--- config.mk ---
export PLATFORM = sky130hd
export DESIGN_NAME = if_fetch_stage
export DESIGN_NICKNAME = d
export VERILOG_FILES = /design/src/rtl/mips_pkg.sv /design/src/rtl/if_skid_reg.sv /design/src/rtl/if_fetch_stage.sv
export SDC_FILE = /design/constraint.sdc
export NUM_CORES = 1
export LEC_CHECK = 0
export ABC_AREA = 0
export BUFFER_PORTS_ARGS = -buffer_cell sky130_fd_sc_hd__buf_2
export CAP_MARGIN = 20
export CORE_ASPECT_RATIO = 0.7
export CORE_MARGIN = 1.5
export CORE_UTILIZATION = 54
export DETAILED_ROUTE_END_ITERATION = 8
export PLACE_DENSITY_LB_ADDON = 0.15
export SYNTH_ARGS = -nofsm -noshare
export SYNTH_HDL_FRONTEND = slang
export SYNTH_SLANG_ARGS = --single-unit
--- constraint.sdc ---
create_clock -name clk -period 2.1 [get_ports clk]
set_clock_uncertainty 0.1 [all_clocks]
set_input_delay 0.21 -clock clk [delete_from_list [all_inputs] [get_ports clk]]
set_output_delay 0.21 -clock clk [all_outputs]
set_load 0.005 [all_outputs]
--- src/rtl/mips_pkg.sv ---
// Shared constants and FSM encoding for the MIPS pipeline front end.
package mips_pkg;

    localparam logic [31:0] RESET_PC = 32'h0040_0000;
    localparam logic [31:0] NOP      = 32'h0000_0000;

    typedef enum logic [0:0] {
        FETCH   = 1'b0,
        DISCARD = 1'b1
    } fetch_state_t;

endpackage

--- src/rtl/if_skid_reg.sv ---
// One-entry skid buffer holding {instruction, pc+4} for a response that lands while decode is stalled.
module if_skid_reg
    import mips_pkg::*;
(
    input  logic        clk,
    input  logic        reset,
    input  logic        load,
    input  logic        clear,
    input  logic        drain,
    input  logic [63:0] load_data,
    output logic [63:0] data,
    output logic        valid
);

    logic [63:0] data_reg;
    logic        valid_reg;

    // clear and drain both empty the entry; a load never coincides with either
    always_ff @(posedge clk or negedge reset) begin
        if (!reset) begin
            data_reg  <= {NOP, RESET_PC + 32'd4};
            valid_reg <= 1'b0;
        end else if (clear || drain) begin
            valid_reg <= 1'b0;
        end else if (load) begin
            data_reg  <= load_data;
            valid_reg <= 1'b1;
        end
    end

    assign data  = data_reg;
    assign valid = valid_reg;

endmodule

--- src/rtl/if_fetch_stage.sv ---
// Instruction fetch: imem req/ready handshake, IF/ID register, stall skid and flush discard.
module if_fetch_stage
    import mips_pkg::*;
(
    input  logic        clk,
    input  logic        reset,
    input  logic [31:0] pc,
    input  logic        PCcont,
    input  logic        flush,
    output logic        imem_req,
    output logic [31:0] imem_addr,
    input  logic        imem_ready,
    input  logic [31:0] imem_rdata,
    output logic [31:0] IF_ID_Instruction,
    output logic [31:0] IF_ID_PCplus4,
    output logic        IF_ID_valid,
    output logic        pc_advance
);

    fetch_state_t state_reg, state_next;
    logic [31:0]  req_addr_reg;
    logic [31:0]  instr_reg, instr_next;
    logic [31:0]  pcplus4_reg, pcplus4_next;
    logic         valid_reg, valid_next;
    logic [31:0]  pc_plus4;
    logic         skid_load, skid_clear, skid_drain, skid_valid;
    logic [63:0]  skid_data;

    assign pc_plus4 = pc + 32'd4;

    if_skid_reg u_skid (
        .clk       (clk),
        .reset     (reset),
        .load      (skid_load),
        .clear     (skid_clear),
        .drain     (skid_drain),
        .load_data ({imem_rdata, pc_plus4}),
        .data      (skid_data),
        .valid     (skid_valid)
    );

    always_ff @(posedge clk or negedge reset) begin
        if (!reset) state_reg <= FETCH;
        else        state_reg <= state_next;
    end

    // A flush while a request is still waiting must let that response drain unseen
    always_comb begin
        state_next = state_reg;
        case (state_reg)
            FETCH:   if (flush && imem_req && !imem_ready) state_next = DISCARD;
            DISCARD: if (!flush && imem_ready)            state_next = FETCH;
            default: state_next = FETCH;
        endcase
    end

    always_comb begin
        imem_req     = 1'b0;
        imem_addr    = pc;
        pc_advance   = 1'b0;
        instr_next   = instr_reg;
        pcplus4_next = pcplus4_reg;
        valid_next   = valid_reg;
        skid_load    = 1'b0;
        skid_clear   = 1'b0;
        skid_drain   = 1'b0;
        if (reset) begin
            case (state_reg)
                FETCH: begin
                    imem_req = !skid_valid;
                    if (flush) begin
                        instr_next = NOP;
                        valid_next = 1'b0;
                        skid_clear = 1'b1;
                    end else if (skid_valid && !PCcont) begin
                        {instr_next, pcplus4_next} = skid_data;
                        valid_next = 1'b1;
                        skid_drain = 1'b1;
                        pc_advance = 1'b1;
                    end else if (imem_req && imem_ready) begin
                        if (!PCcont) begin
                            instr_next   = imem_rdata;
                            pcplus4_next = pc_plus4;
                            valid_next   = 1'b1;
                            pc_advance   = 1'b1;
                        end else begin
                            skid_load = 1'b1;
                        end
                    end
                end
                DISCARD: begin
                    imem_req  = 1'b1;
                    imem_addr = req_addr_reg;
                    if (flush) begin
                        instr_next = NOP;
                        valid_next = 1'b0;
                    end
                end
                default: ;
            endcase
        end
    end

    always_ff @(posedge clk or negedge reset) begin
        if (!reset) begin
            req_addr_reg <= RESET_PC;
            instr_reg    <= NOP;
            pcplus4_reg  <= RESET_PC + 32'd4;
            valid_reg    <= 1'b0;
        end else begin
            if (state_reg == FETCH && imem_req) req_addr_reg <= pc;
            instr_reg   <= instr_next;
            pcplus4_reg <= pcplus4_next;
            valid_reg   <= valid_next;
        end
    end

    assign IF_ID_Instruction = instr_reg;
    assign IF_ID_PCplus4     = pcplus4_reg;
    assign IF_ID_valid       = valid_reg;

endmodule

# Yosys cells after proc, flatten, opt, wreduce, memory -nomap -nowiden

Cells that the tools add are included.

Reductions and logical operators: 16
Muxes and demuxes: 43
Eq/ne operators: 4
Add/sub/neg operators: 1
Bitwise operators: 3

Operators with widths:

| kind                    | number |
|---|---|
| $mux W32                | 10 |
| $pmux W32 S2            | 1 |
| $add A32 B3 Y32 const B | 1 |
| $mux W1                 | 29 |
| $ne A4 B4 Y1 const B    | 2 |
| $logic_and A1 B1 Y1     | 6 |
| $pmux W1 S2             | 3 |
| $reduce_and A5 Y1       | 1 |
| $logic_not A1 Y1        | 4 |
| $reduce_and A4 Y1       | 1 |
| $reduce_bool A2 Y1      | 2 |
| $not A1 Y1              | 3 |
| $ne A2 B1 Y1 const B    | 1 |
| $ne A2 B2 Y1 const B    | 1 |
| $reduce_and A2 Y1       | 1 |
| $logic_or A1 B1 Y1      | 1 |

Input bits: 69
Output and inout bits: 99
Flip-flop bits (word level): 163

# Depth between registers and ports, before layout

Gate-level depths: netlist (run 1).

Word-level depth: 9
Mapped depth: 8

# Cells and area by module

From an unflattened synthesis (run 1), not the netlist that was laid out.

Cells, all modules: 663
Area, all modules: 8,013.9 µm²

By module, submodules not included:

| module         | times used | cells an instance | area each (µm²) |
|---|---|---|---|
| if_fetch_stage | 1          | 524               | 5,286.3 |
| if_skid_reg    | 1          | 139               | 2,727.6 |

# Worst setup path after synthesis (run 1)

Ideal clock, no wire load.

Path kind: flip-flop to flip-flop
From: register state_reg
To: register pcplus4_reg[0], in the netlist IF_ID_PCplus4[0]
Period minus slack after synthesis: 1.780 ns
Path buffers: 3
Path slack: 0.320 ns
Stages on the path, launching flop included: 9
Arrival: 1.598 ns
Cells stage by stage: dfrtp_1 nand2b_1 or3_1 clkbuf_1 inv_1 buf_6 buf_2 nor2_1 a31oi_1

Cells in the longest elaborated chain, start to end: 2

RTL lines:

| element                     | line                  | source |
|---|---|---|
| start, declared             | if_fetch_stage.sv:20  | `fetch_state_t state_reg, state_next;` |
| start signal, assigned      | if_fetch_stage.sv:44  | `else state_reg <= state_next;` |
| $not A1 Y1 (no line)        | n/a                   |  |
| $reduce_and A5 Y1 (no line) | n/a                   |  |
| end signal, assigned        | if_fetch_stage.sv:108 | `pcplus4_reg <= RESET_PC + 32'd4;` |
| end signal, assigned        | if_fetch_stage.sv:113 | `pcplus4_reg <= pcplus4_next;` |
| end, declared               | if_fetch_stage.sv:23  | `logic [31:0] pcplus4_reg, pcplus4_next;` |

No other way between the ends.
A chain may end at the register's enable or synchronous reset.

# Final worst setup path (run 1)

From: input port imem_ready
To: output port pc_advance

Cells in the longest elaborated chain, start to end: 6

RTL lines:

| element             | line                 | source |
|---|---|---|
| start, declared     | if_fetch_stage.sv:12 | `input logic imem_ready,` |
| $logic_and A1 B1 Y1 | if_fetch_stage.sv:80 | `end else if (imem_req && imem_ready) begin` |
| $mux W1             | if_fetch_stage.sv:80 |  |
| $mux W1             | if_fetch_stage.sv:75 | `end else if (skid_valid && !PCcont) begin` |
| $mux W1             | if_fetch_stage.sv:71 | `if (flush) begin` |
| $mux W1             | if_fetch_stage.sv:68 | `case (state_reg)` |
| $mux W1             | if_fetch_stage.sv:67 | `if (reset) begin` |
| end, declared       | if_fetch_stage.sv:17 | `output logic pc_advance` |

No other way between the ends.

==> flow_summary_export.csv, run 1 <==
group,metric,value,unit
sta,tns,0,ns
clock_tree,cts_tree,"done",
setup_path,reg2reg_from,"state_reg",
global_routing,grt-ovfl-total,0,
synth,seq_area_frac_synth,54.0,%
synth,yosys-top-cells-area,"dfrtp_1 (52%), mux2_2 (16%), mux2i_1 (4.6%), o21ai_0 (3.7%), nand2_1 (3.2%)",
synth,synth_top_cell_area_share,52.3,%
synth,syn_area,0.00756,mm2
synth,synth_most_common_cell,"dfrtp_1",
sta,max_slew_margin,49.6,%
detailed_routing,vias,5984,
sta,fmax,0.489,GHz
final_layout,finalNonFillerCells,1079,
clock_tree,numCtsBuffers,17,
synth,synth-edff-count,0,
final_layout,seq_area,0.00409,mm2
place,gp_congestion,0.867,
setup_path,endpoint_kind,"output port",
floorplanning,die_y,102,um
setup_path,path_class,"in2out",
detailed_routing,post_drt_wl_per_cell,17.3,um
clock_tree,cts-root-buf,"clkbuf_16",
job,max_cap_violations,0,
min_path,min_path_type,"in2async",
sta,period_minus_slack,2.04,ns
floorplanning,core_area,0.0134,mm2
setup_path,r2r_slack,0.21,ns
sta,layout_setup_ws,0.0568,ns
synth,synth_warnings,0,
floorplanning,die_w,144,um
floorplanning,ioPinCount,168,
power,finalPower,11.0,mW
synth,async_reset_ff_share,100,%
sta,hold-worst-slack,-0.126,ns
floorplanning,initial_core_util,56.4,%
setup_path,critPathMaxFanout,11,
synth,synth_cell_types,44,
final_layout,multi_input_area,0.00331,mm2
power,ir_worst_vdd,0.659,mV
clock_tree,clkSinkCount,163,
synth,synthFlopType,"dfrtp_1",
final_layout,syn_to_final_growth,30.4,%
global_routing,grt_pass1_wl,30200,um
clock_tree,clk_latency,0.41,ns
final_layout,nets,952,
power,p_leak,4.74,nW
final_layout,fillers,971,
detailed_routing,dr.pass1.iters,5,
synth,syn-instance-count,665,
synth,syn_nets,735,
power,power_density,1110,mW/mm2
place,port_buffers,167,
global_routing,grt_pass1_vias,6114,
run_status,violations,"hold timing",
run_status,outcome,"finished, violations left",
sta,rsz0062_at_grt,"no",
detailed_routing,drt_iter0_drc,309,
sta,post-route-period-util,97.3,%
setup_path,r2r_end,"u_skid.data[9]",
synth,synth_area_leader_cell,"dfrtp_1",
setup_path,endpoint,"pc_advance",
setup_path,worstPathRequired,1.79,ns
setup_path,worstSetupStartpoint,"imem_ready",
clock_tree,cts-htree-levels,4,
global_routing,antenna_found_initial,0,
sta,drv_slew,0,
global_routing,grt_use_total,26.7,%
global_routing,grt_max_degree,60,
detailed_routing,drt-total-wl,18700,um
clock_tree,cts_max_path_buffers,2,
place,hpwl,12000,um
setup_path,worstPathArrival,1.73,ns
place,dp_cells,999,
sta,setup_viol,0,
final_layout,diodes,0,
place,place_ws,0.0147,ns
detailed_routing,drcViolationCount,0,
setup_path,cp-start-kind,"input port",
final_layout,largest_register_ffs,64,
clock_tree,clk_pin_slew,0.06,ns
synth,synthTopCellsByCount,"dfrtp_1 (158), mux2_2 (105), nand2_1 (65)",
sta,finalHoldViolations,158,
floorplanning,row_count,35,
setup_path,r2r_cells,4,
synth,syn_area_per_cell,11.4,um2
clock_tree,postCtsHoldBufs,48,
floorplanning,die_area,0.0147,mm2
detailed_routing,ant_nets,0,
synth,ys_ff_latch,163,
final_layout,drive_gt1_share,39.1,%
sta,tightest_slew,0.755,ns
detailed_routing,vias_per_cell,5.55,
layout by cell type, fill, tap and decap left out, types with 13 or more instances in the layout:
cell type      Yosys  layout
nand3_1           13      13
nor2_1            51      49
a21oi_1           40      40
mux2i_1           35      35
dlygate4sd3_1      0      48
o21ai_0           56      56
dfrtp_1          158     156
mux2_2           105     105
xor2_1            19      19
buf_4              1      17
clkbuf_16          0      17
nand2_1           65      65
buf_2             12     165
how the worst min path moves through the flow:
stage	to	slack, ns	startpoint	depth (start not counted)
4_1_cts	IF_ID_Instruction[26]	-0.12	reset	2
2_1_floorplan	IF_ID_Instruction[0]	-0.19	reset	0
6_report	u_skid.data[50]	-0.13	reset	2
3_3_place_gp	u_skid.data[7]	0.30	reset	2
5_1_grt	IF_ID_Instruction[19]	-0.08	reset	2
3_5_place_dp	u_skid.data[7]	0.32	reset	2
timing repair:
| item | CTS | global route |
|---|---|---|
| resized for setup | 7 | 2 |
| pin swaps | 0 | 1 |
| setup endpoints to repair | 1 | 4 |
| endpoints found under the hold margin | 220 | 158 |
| setup buffers | 1 | 0 |
power by group:
| group | internal (mW) | total (mW) | switching (mW) |
|---|---|---|---|
| clock | 2.15 | 3.41 | 1.26 |
| combinational | 1.45 | 2.63 | 1.18 |
| sequential | 4.30 | 4.92 | 0.613 |
| total | 7.90 | 11.0 | 3.05 |
kinds of logic after synthesis:
logic type | Yosys count | share of synthesized area (%)
AND/OR/NAND/NOR | 163 | 10.6
flip-flops | 163 | 54.0
multiplexers | 141 | 20.5
AO/OA/AOI/OAI | 123 | 8.78
buffers and inverters | 48 | 2.93
XOR/XNOR | 26 | 3.01
adder cells (fa/ha/maj) | 1 | 0.165
metrics by stage:
step                      utilization (%)  area (um2)  hold slack (ns)
final                                73.6        9860           -0.126
after floorplan                         -        7560           -0.186
after global routing                 73.6        9860          -0.0772
after detailed placement             64.9        8700            0.317
after CTS                            73.5        9850           -0.118
after global placement               64.9        8700            0.305
worst max-delay path, stage by stage:
cell           delay (ns)
dlygate4sd3_1        0.54
buf_4                0.14
o21bai_1             0.09
or3_4                0.40
inv_2                0.08
buf_6                0.14
buf_2                0.13
cell type report:
class	count	area share (%)
sequential	163	41.5
clock buffer	20	4.53
tap	185	2.35
timing repair buffer	237	15.8
clock inverter	11	2.01
multi-input combinational	454	33.5
inverter	9	0.343
per-layer routing:
metal	share of wire [%]	global-route usage [%]	wire (um)	up-vias
met2	49	45.6	9250	186
met1	44	34.9	8170	3000
met5	0	0	0	-
met4	1.5	7.93	290	0
li1	-	-	-	2770
met3	5.3	5.48	999	28
Power figures use the tool's default switching activity.
==> inputs of run 2 (changes only) <==
CORE_UTILIZATION = 40   (was 54)
==> run 2 against run 1 <==
  * The run now ends clean
  * Total power down 2.3%
  * Critical endpoint is now imem_addr[7]
  * First-iteration DRC count up 9.7%
  * Combinational power up 2%
  * Core utilization down 18 points
  * Largest cell class unchanged
  * Sequential power about the same
  * Sequential share of layout area down 0.87 points
==> flow_summary_export.csv, run 2 (synthesis gave the netlist of run 1 again) <==
group,metric,value,unit
setup_path,endpoint_kind,"output port",
power,comb_power_share,25.1,%
place,gp_congestion,0.762,
power,switching_share,28.6,%
power,p_seq_share,45.7,%
final_layout,finalNonFillerCells,1141,
final_layout,largest_register_ffs,64,
sta,max_slew_margin,44.2,%
clock_tree,clk_latency,0.42,ns
clock_tree,cts_tree,"done",
power,p_leak,4.80,nW
place,dp_cells,1052,
run_status,outcome,"finished, final reports clean",
clock_tree,numCtsBuffers,17,
setup_path,slowest_stage,"dfrtp_1",
power,ir_worst_vdd,0.498,mV
global_routing,grt-ovfl-total,0,
setup_path,slowest_delay,0.40,ns
floorplanning,initial_core_util,41.4,%
floorplanning,die_w,167,um
sta,fmax,0.492,GHz
sta,finalHoldViolations,0,
detailed_routing,drt_iter0_drc,339,
clock_tree,cts-htree-levels,4,
clock_tree,cts-root-buf,"clkbuf_16",
global_routing,grt_max_degree,159,
detailed_routing,post_drt_wl_per_cell,16.7,um
place,port_buffers,167,
final_layout,diodes,0,
final_layout,final_cell_mix,"buf_2 (165), dfrtp_1 (158), mux2_2 (105)",
sta,setup_viol,0,
global_routing,grt_use_total,19.9,%
final_layout,drive_gt1_share,39.2,%
floorplanning,row_count,41,
sta,tightest_slew,0.837,ns
job,max_cap_violations,0,
detailed_routing,dr.pass1.iters,5,
sta,rsz0062_at_grt,"no",
clock_tree,clk_pin_slew,0.07,ns
detailed_routing,ant_nets,0,
final_layout,mostFrequentLayoutCell,"buf_2",
setup_path,cp-start-kind,"flip-flop",
final_layout,syn_to_final_growth,33.1,%
global_routing,grt_pass1_vias,6044,
setup_path,critPathMaxFanout,8,
floorplanning,die_area,0.0198,mm2
detailed_routing,drt-total-wl,19000,um
setup_path,path_class,"reg2out",
setup_path,worstPathArrival,1.72,ns
floorplanning,die_y,118,um
power,clockPowerShare,29.2,%
power,p_sw,3.06,mW
setup_path,path_cells,"buf_6, nand2_8, clkbuf_16, mux2_2, buf_2",
detailed_routing,drcViolationCount,0,
sta,drv_slew,0,
floorplanning,core_area,0.0183,mm2
place,hpwl,12400,um
power,intPower,7.65,mW
global_routing,antenna_found_initial,0,
final_layout,nets,962,
sta,post-route-period-util,96.7,%
detailed_routing,vias_per_cell,5.13,
clock_tree,cts_max_path_buffers,2,
setup_path,worstPathRequired,1.79,ns
power,power_density,1060,mW/mm2
sta,period_minus_slack,2.03,ns
floorplanning,ioPinCount,168,
detailed_routing,vias,5849,
clock_tree,clkSinkCount,163,
min_path,min_path_type,"in2reg",
sta,tns,0,ns
global_routing,grt_pass1_wl,31200,um
run 2: changes by cell type in the layout (fill, tap and decap cells not counted), sizes merged:
cell,delta
dlygate4sd3,+5
clkinvlp,+2
bufbuf,+1
clkinv,+4
inv,-3
clkbuf,+2
buf,+3
bufinv,-3
run 2: per-layer routing:
metal	GRT usage (%)	vias up	wire length (um)
li1	-	2778	-
met1	27.1	2904	8970
met5	0	-	0
met3	4.10	19	975
met4	6.31	0	233
met2	31.9	148	8850
run 2: area by class of cell:
class                           instances  area [um2]
Tap cell                              236         295
Clock buffer                           21         470
Timing Repair Buffer                  247        1740
Fill cell                            1590        8200
Sequential cell                       163        4090
Inverter                                9        33.8
Multi-Input combinational cell        454        3320
Clock inverter                         11         128
run 2: critical path: cells and delay by family, from the launching register on:
family | cells | cell delay [ns]
AND/OR/NAND/NOR | 1 | 0.11
flip-flops | 1 | 0.40
buffers and inverters | 3 | 0.46
multiplexers | 1 | 0.34
run 2: path summary, 6_finish.rpt:
kind                            slack (ns)              endpoint  cells after the start                  from
worst min register to register        0.37  IF_ID_Instruction[9]                      2  IF_ID_Instruction[9]
min in group asynchronous             0.21      IF_ID_PCplus4[4]                      2                 reset
max in group asynchronous             0.52     IF_ID_PCplus4[21]                      3                 reset
worst max-delay path                  0.07          imem_addr[7]                      5             state_reg
worst max register to register        0.18     IF_ID_PCplus4[21]                      6             state_reg
worst min-delay path                 0.008      req_addr_reg[13]                      2                pc[13]
run 2: per-stage QoR:
step           hold WS, ns  setup WS, ns  power (mW)  cell area (um2)  util, %
6_report           0.00788        0.0694        10.7            10100     55.1
5_1_grt             0.0128       0.00104        11.4            10100     55.1
4_1_cts           0.000260       0.00985        10.8            10000     54.8
3_5_place_dp       -0.0743        0.0530        7.51             8800     48.2
3_3_place_gp       -0.0763         0.121        7.36             8800     48.2
2_1_floorplan       -0.186         0.320        6.37             7560        -
run 2: timing repair:
item / 4_1_cts / 5_1_grt
resized for setup: 6 / 4
hold endpoints to repair: 114 / 0
hold buffers: 53 / 0
buffers inserted: 1 / 0
setup endpoints to repair: 33 / 28
gates cloned: 2 / 1
run 2: power by group through the flow:
stage,Clock (mW),Combinational (mW),Sequential (mW)
2_1_floorplan,0,1.54,4.82
3_3_place_gp,0,2.49,4.87
3_5_place_dp,0,2.58,4.94
4_1_cts,3.20,2.70,4.89
5_1_grt,3.35,2.99,5.04
6_report,3.13,2.69,4.89
==> inputs of run 3 (changes only) <==
clock period = 2.25 ns   (was 2.1 ns; I/O delays follow)
==> run 3 against run 2 <==
  * Setup slack better by 0.030 ns
  * Total power down 6.4%
  * Die area unchanged
  * Clock-buffer cell count up 3
  * Critical path depth unchanged
  * Design area down 1.4%
  * Clock power down 4%
  * Register-to-register slack better by 0.15 ns
  * Critical path type unchanged
  * Sequential power down 6.3%
  * Non-clock buffer count down 11
  * Global-route usage down 0.090 points
==> flow_summary_export.csv, run 3 (synthesis gave the netlist of run 1 again) <==
group,metric,value,unit
clock_tree,clk_latency,0.42,ns
setup_path,cp-start-kind,"flip-flop",
detailed_routing,drcViolationCount,0,
sta,fmax,0.465,GHz
floorplanning,ioPinCount,168,
sta,max_slew_margin,40.3,%
detailed_routing,vias,5794,
place,gp_congestion,0.779,
power,p_sw,2.78,mW
setup_path,reg2reg_from,"u_skid.valid",
floorplanning,row_count,41,
clock_tree,numCtsBuffers,17,
setup_path,path_class,"reg2out",
sta,post-route-period-util,95.6,%
sta,finalHoldViolations,0,
setup_path,slowest_delay,0.43,ns
sta,drv_slew,0,
sta,hold-worst-slack,0.0171,ns
floorplanning,die_y,118,um
detailed_routing,post_drt_wl_per_cell,16.5,um
run_status,outcome,"finished, final reports clean",
power,intPower,7.24,mW
setup_path,endpoint,"imem_addr[9]",
floorplanning,initial_core_util,41.4,%
final_layout,drive_gt1_share,39.5,%
setup_path,r2r_end,"u_skid.data[13]",
global_routing,grt_pass1_wl,31100,um
sta,rsz0062_at_grt,"no",
power,clockPowerShare,29.9,%
detailed_routing,vias_per_cell,5.12,
power,p_leak,4.74,nW
floorplanning,die_area,0.0198,mm2
detailed_routing,dr.pass1.iters,5,
clock_tree,cts-root-buf,"clkbuf_16",
clock_tree,cts-htree-levels,4,
clock_tree,clkSinkCount,163,
setup_path,endpoint_kind,"output port",
place,port_buffers,167,
detailed_routing,ant_nets,0,
setup_path,worstPathArrival,1.83,ns
power,power_density,1010,mW/mm2
final_layout,syn_to_final_growth,31.1,%
global_routing,grt_use_total,19.8,%
setup_path,worstPathRequired,1.92,ns
detailed_routing,drt-total-wl,18700,um
global_routing,grt_pass1_vias,6021,
sta,tightest_slew,0.896,ns
final_layout,largest_register_ffs,64,
final_layout,nets,951,
global_routing,grt-ovfl-total,0,
setup_path,worstSetupStartpoint,"state_reg",
sta,setup_viol,0,
min_path,min_path_type,"in2reg",
clock_tree,clk_pin_slew,0.06,ns
sta,tns,0,ns
setup_path,slowest_stage,"dfrtp_2",
clock_tree,cts_tree,"done",
sta,period_minus_slack,2.15,ns
floorplanning,die_w,167,um
job,max_cap_violations,0,
floorplanning,core_area,0.0183,mm2
power,ir_worst_vdd,0.442,mV
clock_tree,cts_max_path_buffers,2,
power,comb_power_share,24.3,%
power,p_seq_share,45.7,%
global_routing,grt_max_degree,160,
power,switching_share,27.8,%
final_layout,final_cell_mix,"buf_2 (166), dfrtp_1 (156), mux2_2 (105)",
global_routing,antenna_found_initial,1,
detailed_routing,drt_iter0_drc,346,
setup_path,path_cells,"buf_4, nand2_1, buf_12, mux2_2, buf_2",
setup_path,r2r_slack,0.33,ns
setup_path,r2r_cells,4,
final_layout,mostFrequentLayoutCell,"buf_2",
place,hpwl,12300,um
setup_path,critPathMaxFanout,32,
run 3: changes by cell type in the layout (fill, tap and decap cells not counted), sizes merged:
| cell | previous run | this run |
|---|---|---|
| diode | 0 | 1 |
| clkbuf | 22 | 24 |
| clkinvlp | 3 | 2 |
| clkinv | 5 | 3 |
| bufinv | 2 | 3 |
| inv | 10 | 9 |
| dlygate4sd3 | 53 | 44 |
| buf | 192 | 191 |
run 3: power groups by stage:
stage / clock (mW) / sequential, mW / combinational, mW
final: 3.00 / 4.58 / 2.44
after CTS: 3.08 / 4.59 / 2.46
after global routing: 3.24 / 4.72 / 2.72
after floorplan: 0 / 4.50 / 1.44
after global placement: 0 / 4.57 / 2.28
after detailed placement: 0 / 4.64 / 2.36
run 3: layout make-up:
cell class	instances	area, um2
Antenna cell	1	2.50
Clock buffer	24	492
Inverter	9	33.8
Timing Repair Buffer	236	1580
Tap cell	236	295
Clock inverter	8	124
Multi-Input combinational cell	454	3300
Sequential cell	163	4090
Fill cell	1594	8340
run 3: repair_timing:
item	CTS	global route
resized for setup	5	2
endpoints found under the hold margin	54	0
hold buffers	44	0
buffers inserted	1	7
gates cloned	1	0
pin swaps	0	2
setup endpoints to repair	1	14
run 3: worst min path at each step:
stage           start  cells after the start                    to
4_1_cts        pc[19]                      2      req_addr_reg[19]
3_5_place_dp    reset                      1             state_reg
5_1_grt        pc[19]                      2      req_addr_reg[19]
6_report       pc[26]                      2      req_addr_reg[26]
3_3_place_gp    reset                      1             state_reg
2_1_floorplan   reset                      0  IF_ID_Instruction[0]
run 3: metrics by stage:
step	setup slack [ns]	utilization [%]	total power, mW	instance area [um2]	cells
2_1_floorplan	0.467	-	5.94	7560	665
3_3_place_gp	0.171	47.9	6.86	8750	1045
3_5_place_dp	0.116	47.9	7.00	8750	1045
4_1_cts	0.00124	54.0	10.1	9860	1123
5_1_grt	0.00164	54.3	10.7	9920	1131
6_report	0.0994	54.3	10.0	9920	1131
run 3: critical path: cells and delay by family (launching register included):
kind | cells | cell delay [ns]
flops | 1 | 0.43
mux | 1 | 0.36
buf+inv | 3 | 0.49
simple gates | 1 | 0.10
run 3: per-layer routing:
metal  part of all wire [%]  global-route usage, %  wire length (um)
met5                      0                      0                 0
met4                   0.41                   4.84                77
met1                     47                   27.2              8800
met3                    5.5                   5.51              1020
met2                     47                   31.1              8820
